## config.mk

```make
export PLATFORM = sky130hd
export DESIGN_NAME = chunk_sub_ctrl
export DESIGN_NICKNAME = d
export VERILOG_FILES = /design/src/rtl/chunk_sub_pkg.sv /design/src/rtl/sub_slice.sv /design/src/rtl/chunk_sub_ctrl.sv
export SDC_FILE = /design/constraint.sdc
export NUM_CORES = 1
export LEC_CHECK = 0
export BUFFER_PORTS_ARGS = -buffer_cell sky130_fd_sc_hd__buf_4
export CORE_UTILIZATION = 45
export CTS_CLUSTER_SIZE = 16
export DETAILED_ROUTE_END_ITERATION = 12
export GPL_ROUTABILITY_DRIVEN = 0
export PLACE_DENSITY = 0.68
export SLEW_MARGIN = 15
export SYNTH_ARGS = -nofsm -noshare
export SYNTH_HDL_FRONTEND = slang
export SYNTH_HIERARCHICAL = 1
export SYNTH_SLANG_ARGS = --single-unit
```

## constraint.sdc

```tcl
create_clock -name i_clk -period 4.25 [get_ports i_clk]
set_input_delay 0.425 -clock i_clk [delete_from_list [all_inputs] [get_ports i_clk]]
set_output_delay 0.425 -clock i_clk [all_outputs]
set_load 0.01 [all_outputs]
```

## src/rtl/chunk_sub_pkg.sv

```systemverilog
// Shared definitions for chunk_sub_ctrl: FSM state encoding and the legal
// CHUNKS range checked at elaboration.
package chunk_sub_pkg;

    localparam int unsigned CHUNKS_MIN = 2;
    localparam int unsigned CHUNKS_MAX = 64;

    typedef enum logic [1:0] {
        ST_IDLE = 2'd0,
        ST_RUN  = 2'd1,
        ST_DONE = 2'd2
    } state_t;

endpackage : chunk_sub_pkg

```

## src/rtl/sub_slice.sv

```systemverilog
// sub_slice: combinational WIDTH-bit ripple-borrow subtractor slice.
// Ports:
//   i_op1, i_op2 : WIDTH-bit minuend / subtrahend slice
//   i_borrow     : borrow-in from the less significant slice
//   o_res        : WIDTH-bit difference slice
//   o_borrow     : borrow-out to the more significant slice
module sub_slice #(
    parameter int unsigned WIDTH = 4
) (
    input  logic [WIDTH-1:0] i_op1,
    input  logic [WIDTH-1:0] i_op2,
    input  logic             i_borrow,
    output logic [WIDTH-1:0] o_res,
    output logic             o_borrow
);

    // Bitwise ripple: borrow propagates LSB to MSB through one full subtractor per bit.
    always_comb begin
        logic w_b;
        w_b   = i_borrow;
        o_res = '0;
        for (int i = 0; i < int'(WIDTH); i++) begin
            o_res[i] = i_op1[i] ^ i_op2[i] ^ w_b;
            w_b      = (~i_op1[i] & i_op2[i]) | (~(i_op1[i] ^ i_op2[i]) & w_b);
        end
        o_borrow = w_b;
    end

endmodule : sub_slice

```

## src/rtl/chunk_sub_ctrl.sv

```systemverilog
// chunk_sub_ctrl: multi-cycle N-bit subtractor (N = WIDTH*CHUNKS) that processes
// one WIDTH-bit slice per cycle, least significant first, with a valid/ready
// handshake on both request and result sides.
// Ports:
//   i_clk, i_rst          : clock, synchronous active-high reset
//   i_valid / o_ready     : request handshake (accepted only in IDLE)
//   i_op1, i_op2, i_borrow: operands and borrow-in, latched on accept
//   o_valid / i_ready     : result handshake (o_valid only in DONE)
//   o_res, o_borrow       : difference modulo 2^N and final borrow-out
//   o_ovf                 : signed overflow, present only with CHUNK_SUB_SIGNED_OVF_EN
// Optional feature macro: CHUNK_SUB_SIGNED_OVF_EN
module chunk_sub_ctrl
    import chunk_sub_pkg::*;
#(
    parameter int unsigned WIDTH  = 4,
    parameter int unsigned CHUNKS = 4
) (
    input  logic                    i_clk,
    input  logic                    i_rst,
    input  logic                    i_valid,
    output logic                    o_ready,
    input  logic [WIDTH*CHUNKS-1:0] i_op1,
    input  logic [WIDTH*CHUNKS-1:0] i_op2,
    input  logic                    i_borrow,
    output logic                    o_valid,
    input  logic                    i_ready,
    output logic [WIDTH*CHUNKS-1:0] o_res,
`ifdef CHUNK_SUB_SIGNED_OVF_EN
    output logic                    o_ovf,
`endif
    output logic                    o_borrow
);

    localparam int unsigned N     = WIDTH * CHUNKS;
    localparam int unsigned CNT_W = $clog2(CHUNKS);

    if (CHUNKS < CHUNKS_MIN || CHUNKS > CHUNKS_MAX) begin : g_bad_chunks
        $error("chunk_sub_ctrl: CHUNKS out of legal range");
    end

    state_t             r_state;
    state_t             w_state_nxt;
    logic               r_ready;
    logic               r_valid;
    logic [N-1:0]       r_op1;
    logic [N-1:0]       r_op2;
    logic [N-1:0]       r_res;
    logic [CNT_W-1:0]   r_cnt;
    logic               r_borrow;
    logic               w_accept;
    logic               w_last;
    logic [WIDTH-1:0]   w_sl_op1;
    logic [WIDTH-1:0]   w_sl_op2;
    logic [WIDTH-1:0]   w_sl_res;
    logic               w_sl_borrow;

    assign w_last = (r_cnt == CNT_W'(CHUNKS - 1));

    // Counter-indexed slice select of the latched operands.
    always_comb begin
        w_sl_op1 = '0;
        w_sl_op2 = '0;
        for (int k = 0; k < int'(CHUNKS); k++) begin
            if (r_cnt == CNT_W'(k)) begin
                w_sl_op1 = r_op1[k*WIDTH +: WIDTH];
                w_sl_op2 = r_op2[k*WIDTH +: WIDTH];
            end
        end
    end

    sub_slice #(.WIDTH(WIDTH)) u_sub_slice (
        .i_op1    (w_sl_op1),
        .i_op2    (w_sl_op2),
        .i_borrow (r_borrow),
        .o_res    (w_sl_res),
        .o_borrow (w_sl_borrow)
    );

    // Next-state logic.
    always_comb begin
        w_state_nxt = r_state;
        w_accept    = 1'b0;
        case (r_state)
            ST_IDLE: begin
                w_accept = i_valid;
                if (i_valid) w_state_nxt = ST_RUN;
            end
            ST_RUN:  if (w_last)  w_state_nxt = ST_DONE;
            ST_DONE: if (i_ready) w_state_nxt = ST_IDLE;
            default: w_state_nxt = ST_IDLE;
        endcase
    end

    // State register; handshake flags are registered from the next state.
    always_ff @(posedge i_clk) begin
        if (i_rst) begin
            r_state <= ST_IDLE;
            r_ready <= 1'b1;
            r_valid <= 1'b0;
        end else begin
            r_state <= w_state_nxt;
            r_ready <= (w_state_nxt == ST_IDLE);
            r_valid <= (w_state_nxt == ST_DONE);
        end
    end

    // Datapath: latch on accept, then one slice per RUN cycle.
    always_ff @(posedge i_clk) begin
        if (i_rst) begin
            r_op1    <= '0;
            r_op2    <= '0;
            r_res    <= '0;
            r_cnt    <= '0;
            r_borrow <= 1'b0;
        end else if (w_accept) begin
            r_op1    <= i_op1;
            r_op2    <= i_op2;
            r_borrow <= i_borrow;
            r_cnt    <= '0;
        end else if (r_state == ST_RUN) begin
            r_borrow <= w_sl_borrow;
            for (int k = 0; k < int'(CHUNKS); k++) begin
                if (r_cnt == CNT_W'(k)) r_res[k*WIDTH +: WIDTH] <= w_sl_res;
            end
            // Counter parks on the last slice so it never wraps within a request.
            if (!w_last) r_cnt <= r_cnt + CNT_W'(1);
        end
    end

`ifdef CHUNK_SUB_SIGNED_OVF_EN
    logic r_ovf;

    // Signed overflow: operand signs differ and result sign differs from minuend.
    always_ff @(posedge i_clk) begin
        if (i_rst) begin
            r_ovf <= 1'b0;
        end else if (r_state == ST_RUN && w_last) begin
            r_ovf <= (r_op1[N-1] ^ r_op2[N-1]) & (w_sl_res[WIDTH-1] ^ r_op1[N-1]);
        end
    end

    assign o_ovf = r_ovf;
`endif

    assign o_ready  = r_ready;
    assign o_valid  = r_valid;
    assign o_res    = r_res;
    assign o_borrow = r_borrow;

endmodule : chunk_sub_ctrl

```

=== After elaboration in Yosys (flattened, before gate mapping) ===
Index checks and enable logic that the tools add are counted.

* $add $sub $neg: 1
* Equality and inequality tests: 6
* Multiplexer cells: 15
* Bitwise operators: 30
* Reduce and logical (&&, ||, !) cells: 10

{| class="wikitable"
|+ Operators by type and width
! cell !! number
|-
| 4-bit two-way mux || 8
|-
| 3-bit AND reduction || 4
|-
| 1-bit inverter || 10
|-
| 1-bit bitwise AND || 8
|-
| 2-bit equality test (second input constant) || 4
|-
| 1-bit bitwise XOR || 8
|-
| 2-bit zero test || 3
|-
| 2-bit two-way mux || 3
|-
| 2-bit one-hot mux with 3 select lines || 1
|-
| 2-bit by 1-bit equality test with 1-bit output (second input constant) || 2
|-
| 1-bit OR || 4
|-
| 1-bit two-way mux || 3
|-
| 2-bit by 1-bit adder with 2-bit output (second input constant) || 1
|-
| 2-bit AND reduction || 1
|-
| 2-bit nonzero test || 1
|-
| 2-bit OR reduction || 1
|}

* Flip-flop bits (word level): 55
* Bits of input ports: 37
* Output and inout bits: 19
* Logic and storage cells: 73

=== Longest topological paths before layout ===
* Depth after elaboration: 17
* Depth in mapped cells: 17
* Mapped depth without buffers: 15

=== Modules after synthesis ===
The synthesis kept the hierarchy.

{| class="wikitable"
|+ Modules (own cells, without submodules)
! module !! times used !! cells an instance !! area an instance (sq um)
|-
| chunk_sub_ctrl || 1 || 267 || 2327.2
|-
| sub_slice || 1 || 14 || 117.6
|}

=== Worst setup path before layout ===
No wires, ideal clock.

* Kind: reg-to-reg
* Start: register r_cnt[1]
* End: register r_res[11], in the netlist o_res[11]
* Data arrival time: 3.074 ns
* Data required time: 4.122 ns
* Slack: 1.048 ns
* Cell stages (with the launch flop): 16
* Clock period less this slack: 3.202 ns
* Cells stage by stage: dfxtp_1 inv_1 ha_1 buf_2 nor2b_1 buf_2 a221oi_1 o31ai_1 fa_1 inv_1 fa_1 fa_1 inv_1 fa_1 mux2i_1 nor2_1

* Word-level cells in the longest chain between the ends: 14

{| class="wikitable"
|+ Ends and longest elaborated chain
! item !! line !! text
|-
| start: declaration || chunk_sub_ctrl.sv:48 || <nowiki>logic [CNT_W-1:0] r_cnt;</nowiki>
|-
| start signal: assignment || chunk_sub_ctrl.sv:126 || <nowiki>if (!w_last) r_cnt <= r_cnt + CNT_W'(1);</nowiki>
|-
| 2-bit zero test || chunk_sub_ctrl.sv:64 || <nowiki>if (r_cnt == CNT_W'(k)) begin</nowiki>
|-
| 4-bit two-way mux (3 in series) || chunk_sub_ctrl.sv:64 ||
|-
| 4-bit two-way mux * || chunk_sub_ctrl.sv:64 ||
|-
| via w_sl_op1[0] || chunk_sub_ctrl.sv:52 || <nowiki>logic [WIDTH-1:0] w_sl_op1;</nowiki>
|-
| 1-bit bitwise XOR || sub_slice.sv:24 || <nowiki>w_b = (~i_op1[i] & i_op2[i]) | (~(i_op1[i] ^ i_op2[i]) & w_b);</nowiki>
|-
| 1-bit inverter || sub_slice.sv:24 ||
|-
| 1-bit bitwise AND || sub_slice.sv:24 ||
|-
| 1-bit OR * || sub_slice.sv:24 ||
|-
| 1-bit bitwise AND * || sub_slice.sv:24 ||
|-
| 1-bit OR * || sub_slice.sv:24 ||
|-
| 1-bit bitwise AND * || sub_slice.sv:24 ||
|-
| 1-bit OR * || sub_slice.sv:24 ||
|-
| 1-bit bitwise XOR * || sub_slice.sv:23 || <nowiki>o_res[i] = i_op1[i] ^ i_op2[i] ^ w_b;</nowiki>
|-
| via w_sl_res[3] || chunk_sub_ctrl.sv:54 || <nowiki>logic [WIDTH-1:0] w_sl_res;</nowiki>
|-
| end signal: indexed assignment || chunk_sub_ctrl.sv:123 || <nowiki>if (r_cnt == CNT_W'(k)) r_res[k*WIDTH +: WIDTH] <= w_sl_res;</nowiki>
|-
| end: declaration || chunk_sub_ctrl.sv:47 || <nowiki>logic [N-1:0] r_res;</nowiki>
|}

The timed path passes the listed nets; every way through them passes the cells marked *.
A chain may end at the register's enable or synchronous reset.

=== Final worst setup path ===
Ends and elaborated chain as after synthesis.

==> impl_metrics.tcl <==
set metrics [dict create \
    finalSetupViolCount 0 \
    dpl_cell_area_um2 2829 \
    core_area_um2 5172 \
    synth.top_cell.area_share_pct 45.04 \
    avgRoutedWirePerCell_um 12.09 \
    layout-drive-gt1-share_pct 20.99 \
    multi_input_area_um2 1175 \
    cts-root-buf "clkbuf_8" \
    ir_worst_vdd_mv 0.2143 \
    grt_max_degree 54 \
    firstDrtPassIters 4 \
    cpMostUsedCell "fa_1" \
    synth_cells 281 \
    drcViolationCount 0 \
    num_antenna_cells 0 \
    nets 369 \
    endpoint_kind "register" \
    fin_crit_ns 3.721 \
    post-cts-setup-buffers 0 \
    ys_seq_elements 55 \
    die_x_um 75.71 \
    fin_area_um2 2965 \
    post_cts_resized 0 \
    fillers 499 \
    clock_path_buffers 2 \
    post-route-period-util_pct 87.55 \
    cp_slowest_cell "nor2b_1" \
    startpoint_type "register" \
    holdBufCountCts 0 \
    fin_tns_setup_ns 0 \
    numCtsBuffers 5 \
    clock_latency_ns 0.31 \
    dpl.hpwl_um 3420 \
    finalHoldViolations 0 \
    critPathRequiredTime_ns 4.44 \
    cap_viol_max_count 0 \
    grt-ovfl-total 0 \
    drtIter0Drc 67 \
    leakagePower_nw 1.321 \
    cts_sinks 55 \
    worstPathCellList "inv_1 -> ha_1 -> nor2b_1 -> a221oi_1 -> o31ai_1 -> fa_1 -> inv_1 -> fa_1 -> fa_1 -> inv_1 -> fa_1 -> mux2i_1 -> nor2_1" \
    ys_warn_count 6 \
    ant_nets 0 \
    netlist_area_um2 2445 \
    critPathArrivalTime_ns 3.91 \
    fin_skew_ns 0.005938 \
    register_area_um2 1101 \
    dieArea_um2 5732 \
    cpPeakStageDelay_ns 0.49 \
    io_buffers 55 \
    grt_pass1_wl_um 7838 \
    cp_max_fo 10 \
    fmax_ghz 0.2688 \
    fp.dieH_um 75.71 \
    path_class "reg2reg" \
    clk_pin_slew_ns 0.10 \
    syn_avg_cell_area_um2 8.701 \
    power_density_nw_per_um2 385.9 \
    start_util_pct 47.27 \
    area_growth_syn_to_layout_pct 21.29 \
    io-pin-count 56 \
    cts_tree "done" \
    slew_violations 0 \
    rsz0062_at_grt "no" \
    syn_nets 327 \
    hold_path_class "in2reg" \
    htreeDepth 2 \
    tightest_slew_ns 1.083 \
    grt_usage_pct 18.37 \
    dr_total_vias 1914 \
    status "finished, final reports clean" \
    grt_pass1_vias 1797 \
    wl_um 4765 \
    synth.largest_area_cell "dfxtp_1" \
    yosysSeqAreaShare_pct 45.04 \
    num_rows 26 \
    relSlewSlack_pct 27.82 \
    antenna_found_initial 0 \
    synthTopCellsByArea "dfxtp_1, nand2_1, mux2i_1" \
    viasPerCell 4.858 \
    ys_types 25 \
]
metrics by stage:
stage          util (%)  cells  hold WS (ns)  power (mW)  worst slack, ns
2_1_floorplan         -    281        0.4361      0.6919            1.048
3_3_place_gp      54.69    386        0.4459      0.7492           0.7140
3_5_place_dp      54.69    386        0.4509      0.7542           0.5271
4_1_cts           57.33    394        0.3448       1.154           0.5106
5_1_grt           57.33    394        0.3462       1.201           0.2266
6_report          57.33    394        0.3504       1.144           0.5291
layout make-up:
class	count	share of cell area, %
clock buffers	5	2.321
clock inverters	3	2.278
inverters	12	1.519
multi-input cells	193	39.62
flip-flops and latches	55	37.13
well taps	70	2.954
repair buffers	56	14.18
cells in the mapped netlist (all sizes together):
cell type,number
a211oi,2
a21oi,33
a221oi,8
and2b,1
buf,12
clkbuf,9
dfxtp,55
fa,4
ha,5
inv,12
mux2i,18
nand2,72
nand2b,2
nand3b,5
nor2,18
nor2b,9
nor3,2
nor3b,3
o31ai,8
or3b,2
xnor2,1
state kept, by name, indices dropped and copies added, names as in the netlist:
name and count:
o_ready 1, o_borrow 1, r_cnt 2, r_op2 16, o_valid 1, o_res 16
r_state 2, r_op1 16
worst max-delay path: cells and delay by family, from the launching register on:
family	cells	cell delay, ns
AO/OA/AOI/OAI	2	0.53
flip-flops	1	0.41
multiplexers	1	0.15
buffers and inverters	3	0.21
adder cells (fa/ha/maj)	5	1.77
AND/OR/NAND/NOR	2	0.54
kinds of logic after synthesis:
logic type / count (synthesis) / synth area share, %
xor+xnor: 1 / 0.3583
flops: 55 / 45.04
fa+ha+maj: 9 / 5.834
buf+inv: 33 / 6.908
mux: 18 / 7.369
compound gates: 51 / 12.85
simple gates: 114 / 21.65
placed cells by master, fill, tap and decap left out, types with 2 or more instances in the layout:
| master | count |
|---|---|
| dfxtp_1 | 55 |
| nor2_1 | 18 |
| inv_1 | 12 |
| or3b_1 | 2 |
| nor3b_4 | 2 |
| bufinv_16 | 2 |
| a221oi_1 | 8 |
| clkbuf_8 | 5 |
| nand2_1 | 72 |
| ha_1 | 5 |
| a211oi_1 | 2 |
| nand3b_1 | 5 |
| nand2b_1 | 2 |
| mux2i_1 | 18 |
| nor3_1 | 2 |
| o31ai_1 | 8 |
| fa_1 | 4 |
| nor2b_1 | 9 |
| buf_4 | 56 |
| a21oi_1 | 32 |
worst paths after layout:
check	start	end	slack, ns	depth (start not counted)
hold / removal	i_op1[9]	r_op1[9]	0.35	3
setup / recovery	r_cnt[1]	o_res[11]	0.53	13
hold reg to reg	r_op2[10]	r_op2[10]	0.46	2
setup reg to reg	r_cnt[1]	o_res[11]	0.53	13
report_power, final:
group / internal, mW / switching, mW / total [mW] / leakage (nW)
Sequential: 0.543 / 0.0188 / 0.562 / 0.450
Combinational: 0.0823 / 0.0952 / 0.177 / 0.807
Clock: 0.235 / 0.170 / 0.405 / 0.0644
Total: 0.860 / 0.284 / 1.14 / 1.32
metal layers:
| metal | wire length, um | global-route usage (%) | up-vias |
|---|---|---|---|
| met4 | 72 | 8.642 | 0 |
| met1 | 2339 | 22.98 | 857 |
| met2 | 2167 | 30.75 | 45 |
| met5 | 0 | 0 | - |
| met3 | 185 | 3.307 | 5 |
| li1 | - | - | 1007 |
(Power assumes the default switching activity.)
